<file path="src/rtl/hs_mul_seq.sv">
// hs_mul_seq: ap_ctrl_hs shift-and-add multiplier; ap_done/ap_ready pulse WIDTH+1 cycles after accept, caller holds ap_start until ap_ready.
// Optional WORKING_KEY_EN adds the working_key port; ap_return is then XOR-masked by (working_key ^ KEY).
module hs_mul_seq #(
  parameter int unsigned WIDTH = 32,
  parameter logic [7:0]  KEY   = 8'hA5
) (
  input  logic               ap_clk,
  input  logic               ap_rst,
  input  logic               ap_start,
  input  logic [WIDTH-1:0]   a,
  input  logic [WIDTH-1:0]   b,
`ifdef WORKING_KEY_EN
  input  logic [7:0]         working_key,
`endif
  output logic               ap_done,
  output logic               ap_idle,
  output logic               ap_ready,
  output logic [2*WIDTH-1:0] ap_return
);

  localparam int unsigned PW = 2 * WIDTH;
  localparam int unsigned CW = $clog2(WIDTH + 1);
  localparam logic [CW-1:0] LAST = CW'(WIDTH - 1);

  typedef enum logic [2:0] {
    IDLE = 3'b001,
    BUSY = 3'b010,
    DONE = 3'b100
  } state_t;

  state_t          state_q, state_d;
  logic [PW-1:0]   mcand_q, mcand_d;
  logic [WIDTH-1:0] mplier_q, mplier_d;
  logic [PW-1:0]   acc_q, acc_d;
  logic [CW-1:0]   cnt_q, cnt_d;
  logic [PW-1:0]   ret_q, ret_d;
  logic [7:0]      key_diff;

  always_comb begin
    state_d  = state_q;
    mcand_d  = mcand_q;
    mplier_d = mplier_q;
    acc_d    = acc_q;
    cnt_d    = cnt_q;
    ret_d    = ret_q;
    ap_done  = 1'b0;
    ap_ready = 1'b0;
    ap_idle  = 1'b0;
    case (state_q)
      IDLE: begin
        ap_idle = ~ap_start;
        if (ap_start) begin
          mcand_d  = {{WIDTH{1'b0}}, a};
          mplier_d = b;
          acc_d    = '0;
          cnt_d    = '0;
          state_d  = BUSY;
        end
      end
      BUSY: begin
        acc_d    = mplier_q[0] ? acc_q + mcand_q : acc_q;
        mcand_d  = mcand_q << 1;
        mplier_d = mplier_q >> 1;
        cnt_d    = cnt_q + 1'b1;
        // Fixed iteration count: no early exit even when the multiplier runs out of ones.
        if (cnt_q == LAST) begin
          ret_d   = acc_d;
          state_d = DONE;
        end
      end
      DONE: begin
        ap_done  = 1'b1;
        ap_ready = 1'b1;
        state_d  = IDLE;
      end
      default: state_d = IDLE;
    endcase
  end

  always_ff @(posedge ap_clk) begin
    if (ap_rst) begin
      state_q  <= IDLE;
      mcand_q  <= '0;
      mplier_q <= '0;
      acc_q    <= '0;
      cnt_q    <= '0;
      ret_q    <= '0;
    end else begin
      state_q  <= state_d;
      mcand_q  <= mcand_d;
      mplier_q <= mplier_d;
      acc_q    <= acc_d;
      cnt_q    <= cnt_d;
      ret_q    <= ret_d;
    end
  end

`ifdef WORKING_KEY_EN
  assign key_diff = working_key ^ KEY;
`else
  // Without the key port the mask collapses to zero and KEY has no effect.
  assign key_diff = KEY ^ KEY;
`endif

  assign ap_return = ret_q ^ {(PW / 8){key_diff}};

endmodule

</file>
<file path="config.mk">
export PLATFORM = sky130hd
export DESIGN_NAME = hs_mul_seq
export DESIGN_NICKNAME = d
export VERILOG_FILES = /design/src/rtl/hs_mul_seq.sv
export SDC_FILE = /design/constraint.sdc
export NUM_CORES = 1
export LEC_CHECK = 0
export CAP_MARGIN = 20
export CORE_MARGIN = 2
export CORE_UTILIZATION = 40
export CTS_BUF_LIST = sky130_fd_sc_hd__clkbuf_2
export CTS_CLUSTER_DIAMETER = 100
export DETAILED_ROUTE_END_ITERATION = 7
export PLACE_DENSITY = 0.69
export RECOVER_POWER = 50
export SYNTH_ARGS = -nofsm -noshare
export SYNTH_HDL_FRONTEND = slang
export SYNTH_SLANG_ARGS = --single-unit
</file>
<file path="constraint.sdc">
create_clock -name ap_clk -period 2.9 [get_ports ap_clk]
set_input_delay 0.435 -clock ap_clk [delete_from_list [all_inputs] [get_ports ap_clk]]
set_output_delay 0.435 -clock ap_clk [all_outputs]
set_load 0.01 [all_outputs]
</file>
======== Yosys cells after proc, flatten, opt, wreduce, memory -nomap -nowiden ========
Index checks and enable logic that the tools add are counted.
word-level totals
  memories ................................ 0
  bits in latches ......................... 0
  logic and storage cells ................. 33
  bits in writable memories ............... 0
  input bits .............................. 67
  output and inout bits ................... 67
  register bits ........................... 233
  memory bits (read-only) ................. 0
operators by class
  bitwise gates (word level) .............. 1
  equal/unequal tests ..................... 6
  $mul .................................... 0
  add/subtract/negate cells ............... 2
  reductions and logical operators ........ 4
  div/mod/pow operators ................... 0
  shift-type cells ........................ 0
  multiplexer cells ....................... 14
  order comparisons ....................... 0
operator list
  operator             number
  $pmux 64 s2          2
  $mux 64              3
  $add 64x64->64       1
  $pmux 32 s2          1
  $mux 32              1
  $pmux 6 s2           1
  $add 6x1->6 const B  1
  $eq 6x5->1 const B   1
  $mux 3               2
  $mux 6               1
  $pmux 3 s2           1
  $reduce_and 2->1     3
  $ne 2x2->1 const B   2
  $eq 3x1->1 const B   1
  $eq 3x2->1 const B   1
  $eq 3x3->1 const B   1
  $mux 1               2
  $reduce_bool 2->1    1
  $not 1->1            1

======== Depth between registers and ports, before layout ========
  depth after elaboration ................. 3
  mapped depth ............................ 13
  mapped depth without buffers ............ 13

======== Worst setup path before layout ========
No wires, ideal clock.
  path type ............................... register to register
  from .................................... reg mcand_q[3]
  to ...................................... reg ret_q[49], in the netlist ap_return[49]
  arrival time ............................ 2.874 ns
  stages on the path, launching flop included .. 12
  period minus slack after synthesis ...... 2.993 ns
  setup time .............................. 0.120 ns
  buffers on the path ..................... 0
  data required time ...................... 2.780 ns
  setup slack ............................. -0.093 ns
  path through ............................ dfxtp_1 ha_1 and2_4 a221o_1 o21a_1 or3_1 a32o_2 or2_4 a31oi_4 o21ai_2 xor2_1 o31a_1
on the way
  word-level cells in the longest chain between the ends .. 2
RTL lines
  item                    line  text
  start, declared         32    logic [PW-1:0] mcand_q, mcand_d;
  start signal, assigned  90    mcand_q <= mcand_d;
  $add 64x64->64          61    acc_d = mplier_q[0] ? acc_q + mcand_q : acc_q;
  $mux 64                 61
  end signal, assigned    94    ret_q <= ret_d;
  end, declared           36    logic [PW-1:0] ret_q, ret_d;
Every way passes these cells.
A chain may end at the register's enable or synchronous reset.

======== Final worst setup path ========
  from .................................... reg mcand_q[3]
  to ...................................... reg acc_q[57]
on the way
  word-level cells in the longest chain between the ends .. 3
RTL lines
  item                  line  text
  $add 64x64->64        61
  $mux 64               61
  $pmux 64 s2           49    case (state_q)
  end signal, assigned  85    acc_q <= '0;
  end signal, assigned  92    acc_q <= acc_d;
  end, declared         34    logic [PW-1:0] acc_q, acc_d;
Every way passes these cells.

==> out/summary.log <==
[placed_design] Detail Placement HPWL 28,300 µm
[logic_synthesis] prevailing post-synth register cell sky130_fd_sc_hd__dfxtp_1
[status] run status complete, but fails checks
[grt] maximum number of pins on one net before global-route repair 133
[routing] Avg Vias per Cell 5.67
[timing] Max-slew headroom -13.4%
[cells_and_area] non-filler cells, final 2,357
[logic_synthesis] post-synthesis simple-gate area fraction 18.3%
[timing] final hold violations 0
[clock_tree] CTS root buffer sky130_fd_sc_hd__clkbuf_2
[placed_design] Post-Place Cells 2,224
[logic_synthesis] leading area contributor after synthesis sky130_fd_sc_hd__dfxtp_1
[logic_synthesis] XOR/XNOR Fraction of Synth Area 3.85%
[grt] leftover overflow at the end of global routing 0
[die] Initial Util 40.5%
[clock_tree] TritonCTS clock tree yes
[power_and_ir_drop] total leakage power 7.10 nW
[logic_synthesis] number of synthesis warnings 0
[cells_and_area] proportion of layout cells with a drive suffix above 1 26.0%
[logic_synthesis] most common cell in the synthesized netlist sky130_fd_sc_hd__dfxtp_1
[critical_path] arrival time at the worst endpoint 3.94 ns
[logic_synthesis] cell count after synthesis 1,600
[logic_synthesis] EDFF count, synth 0
[grt] antenna violations before repair 1
[clock_tree] Clock Pin Slew Worst Setup and Hold Paths 0.10 ns
[grt] number of global-route vias before repair 12,934
[die] count of boundary I/O pins 134
[timing] Max Transition Viols Final 23
[cells_and_area] final standard cell utilization of the core 55.5%
[logic_synthesis] library cells used by synthesis 80
[logic_synthesis] largest family of logic cells by synthesized area compound AO/OA/AOI/OAI gates
[power_and_ir_drop] power density relative to cell area 363 mW/mm²
[logic_synthesis] asr flop ratio synth 0%
[logic_synthesis] post-synthesis mux area share 2.50%
[logic_synthesis] mean area per synthesized cell 7.97 µm²
[critical_path] crit end category flip-flop
[logic_synthesis] Synth Area in Compound Gates 27.9%
[status] failing checks capacitance limit, slew limit, setup timing
[worst_hold_path] classification of the worst-slack hold path primary input to flip-flop
[critical_path] type of the worst setup path flip-flop to flip-flop
[routing] number of DRC markers after the initial detailed-route iteration 975
[placed_design] number of buffers added on ports 133
[grt] Total GRT Usage 24.1%
[routing] first-pass detailed-route iteration total 5
[routing] DRT antenna net count 0
[logic_synthesis] Syn Std Cell Area 0.0127 mm²
[placed_design] Placer Congestion 0.926
[die] number of cell rows 65
[placed_design] post-placement setup slack -0.362 ns
[timing] post-route clock period utilization 110%
[grt] global-route wire length before repair 65,800 µm
[logic_synthesis] post-synth top area share 36.6%
[die] area of the core 0.0315 mm²
[clock_tree] TritonCTS Sinks 233
[critical_path] Worst Path Max Fanout 5
[timing] total setup violations reported at the end of the flow 43
[cells_and_area] net count reported at finish 2,041
[logic_synthesis] net count of the mapped netlist 1,732
[logic_synthesis] proportion of synthesized chip area in sequential cells 36.6%
[die] Vert. Die Dim 183 µm
[clock_tree] source-to-sink clock delay at the later pin of the worst-skew pair 0.93 ns
[routing] wire length reported by the detailed router 41,600 µm
[clock_tree] number of CTS-inserted buffers 61
[timing] worst setup margin -0.282 ns
[critical_path] setup slack of the worst register-to-register path -0.28 ns
[power_and_ir_drop] worst ir drop on vdd 337 µV
[clock_tree] count of H-tree levels built during CTS 2
[logic_synthesis] largest cells by area after synthesis sky130_fd_sc_hd__dfxtp_1 37%, sky130_fd_sc_hd__a21oi_1 8.6%, sky130_fd_sc_hd__ha_1 6.3%
[timing] final critical-path required period 3.18 ns
[routing] mean routed wirelength per cell 17.7 µm
[timing] RSZ-0062 raised after global routing true
[clock_tree] Max clock buf depth 3
[logic_synthesis] top cells by instance count after synthesis 233 x sky130_fd_sc_hd__dfxtp_1, 218 x sky130_fd_sc_hd__a21oi_1, 210 x sky130_fd_sc_hd__nand2_1
[timing] Worst-Margin Slew 1.70 ns
[logic_synthesis] Synth Register Bits 233
[critical_path] CP Launch Type flip-flop
[logic_synthesis] post-synthesis share of cell area spent on full adders, half adders and majority gates 6.44%
[critical_path] required time of the critical path 3.66 ns
[flow_run] Max-cap violations 1
[routing] DRC violation count after routing 0
[die] die area 0.0333 mm²
[cells_and_area] Area Overhead vs Synth 37.0%
[timing] maximum clock frequency 314 MHz
[timing] final worst clock skew 0.0864 ns
[routing] total vias in the final route 13,357
[die] Die X-Extent 183 µm
[cell usage in the layout (no fill, tap or decap), types with 19 or more instances in the layout]
cell	synthesis	layout
sky130_fd_sc_hd__a211oi_1	31	19
sky130_fd_sc_hd__a21o_1	40	40
sky130_fd_sc_hd__a21oi_1	218	192
sky130_fd_sc_hd__a21oi_2	3	25
sky130_fd_sc_hd__a22oi_1	77	74
sky130_fd_sc_hd__a31oi_1	33	29
sky130_fd_sc_hd__buf_4	2	202
sky130_fd_sc_hd__buf_6	4	21
sky130_fd_sc_hd__clkbuf_2	1	96
sky130_fd_sc_hd__clkdlybuf4s50_1	0	132
sky130_fd_sc_hd__dfxtp_1	233	215
sky130_fd_sc_hd__ha_1	64	51
sky130_fd_sc_hd__mux2i_1	24	21
sky130_fd_sc_hd__nand2_1	210	201
sky130_fd_sc_hd__nand3_1	68	64
sky130_fd_sc_hd__nor2_1	140	138
sky130_fd_sc_hd__nor3_1	28	24
sky130_fd_sc_hd__o21ai_0	70	48
sky130_fd_sc_hd__o21ai_1	2	19
sky130_fd_sc_hd__xnor2_1	34	19
[path summary, 6_finish.rpt]
kind / from / end / depth (start not counted)
worst max-delay path: mcand_q[3] / acc_q[57] / 11
worst min-delay path: a[0] / mcand_q[0] / 3
worst min register to register: mcand_q[46] / mcand_q[47] / 2
worst max register to register: mcand_q[3] / acc_q[57] / 11
[report_power, final]
group / switching (W) / leakage [nW] / total [W] / internal (W)
combinational: 0.000424 / 4.80 / 0.000749 / 0.000325
clock: 0.00143 / 0.410 / 0.00228 / 0.000842
sequential: 0.0000484 / 1.89 / 0.00331 / 0.00327
[repair_timing]
item	CTS	global route
endpoints found under the setup margin	88	93
hold buffers	1	0
resized for setup	100	114
endpoints found under the hold margin	1	0
buffers inserted	13	12
pin swaps	60	78
[flip-flops by register name, indices dropped and copies added (netlist names)]
signal	count
ap_return	64
acc_q	64
mcand_q	64
mplier_q	32
cnt_q	6
state_q	3
[per-layer routing]
| metal | routed length, µm | share of wire [%] | track usage (%) | vias up |
|---|---|---|---|---|
| met5 | 0 | 0 | 0 | - |
| met4 | 1300 | 3.1 | 9.03 | 0 |
| met3 | 1880 | 4.5 | 3.63 | 101 |
| met2 | 19900 | 48 | 40.7 | 395 |
| met1 | 18600 | 45 | 30.9 | 6381 |
| li1 | - | - | - | 6480 |
[layout make-up]
type                    instances  area (µm²)
multi-input cells            1233        8520
fillers                      2901       14000
diodes                          1        2.50
inverters                      14        55.1
clock buffers                  90         450
repair buffers                366        3170
flip-flops and latches        233        4690
well taps                     402         503
clock inverters                18        82.6
[cells by family (layout without fill, tap and decap cells)]
logic type	after synthesis	count (layout)
mux	31	31
simple gates	523	523
compound gates	558	558
other cells	0	1
xor+xnor	56	56
fa+ha+maj	65	65
flops	233	233
buf+inv	134	488
[critical path, stage by stage (launching register included)]
cell,delay (ns)
sky130_fd_sc_hd__dfxtp_2,0.35
sky130_fd_sc_hd__ha_4,0.24
sky130_fd_sc_hd__and2_4,0.15
sky130_fd_sc_hd__a221o_1,0.30
sky130_fd_sc_hd__o21a_1,0.21
sky130_fd_sc_hd__or3_4,0.39
sky130_fd_sc_hd__a32o_2,0.31
sky130_fd_sc_hd__buf_6,0.14
sky130_fd_sc_hd__o21ai_4,0.24
sky130_fd_sc_hd__a21oi_2,0.10
sky130_fd_sc_hd__or3_4,0.38
sky130_fd_sc_hd__a32o_1,0.22
[per-stage QoR]
stage / hold slack [ns] / total power, W / setup TNS (ns) / instance area, µm²
global route: 0.113 / 0.00663 / -16.40 / 17500
global placement: 0.442 / 0.00408 / -7.90 / 15800
finish: 0.114 / 0.00634 / -3.83 / 17500
detailed placement: 0.447 / 0.00409 / -11.49 / 15800
floorplan: 0.437 / 0.00376 / 0 / 12800
CTS: 0.0405 / 0.00639 / -4.49 / 16900
Note: power is estimated with default switching activity, not from simulation.
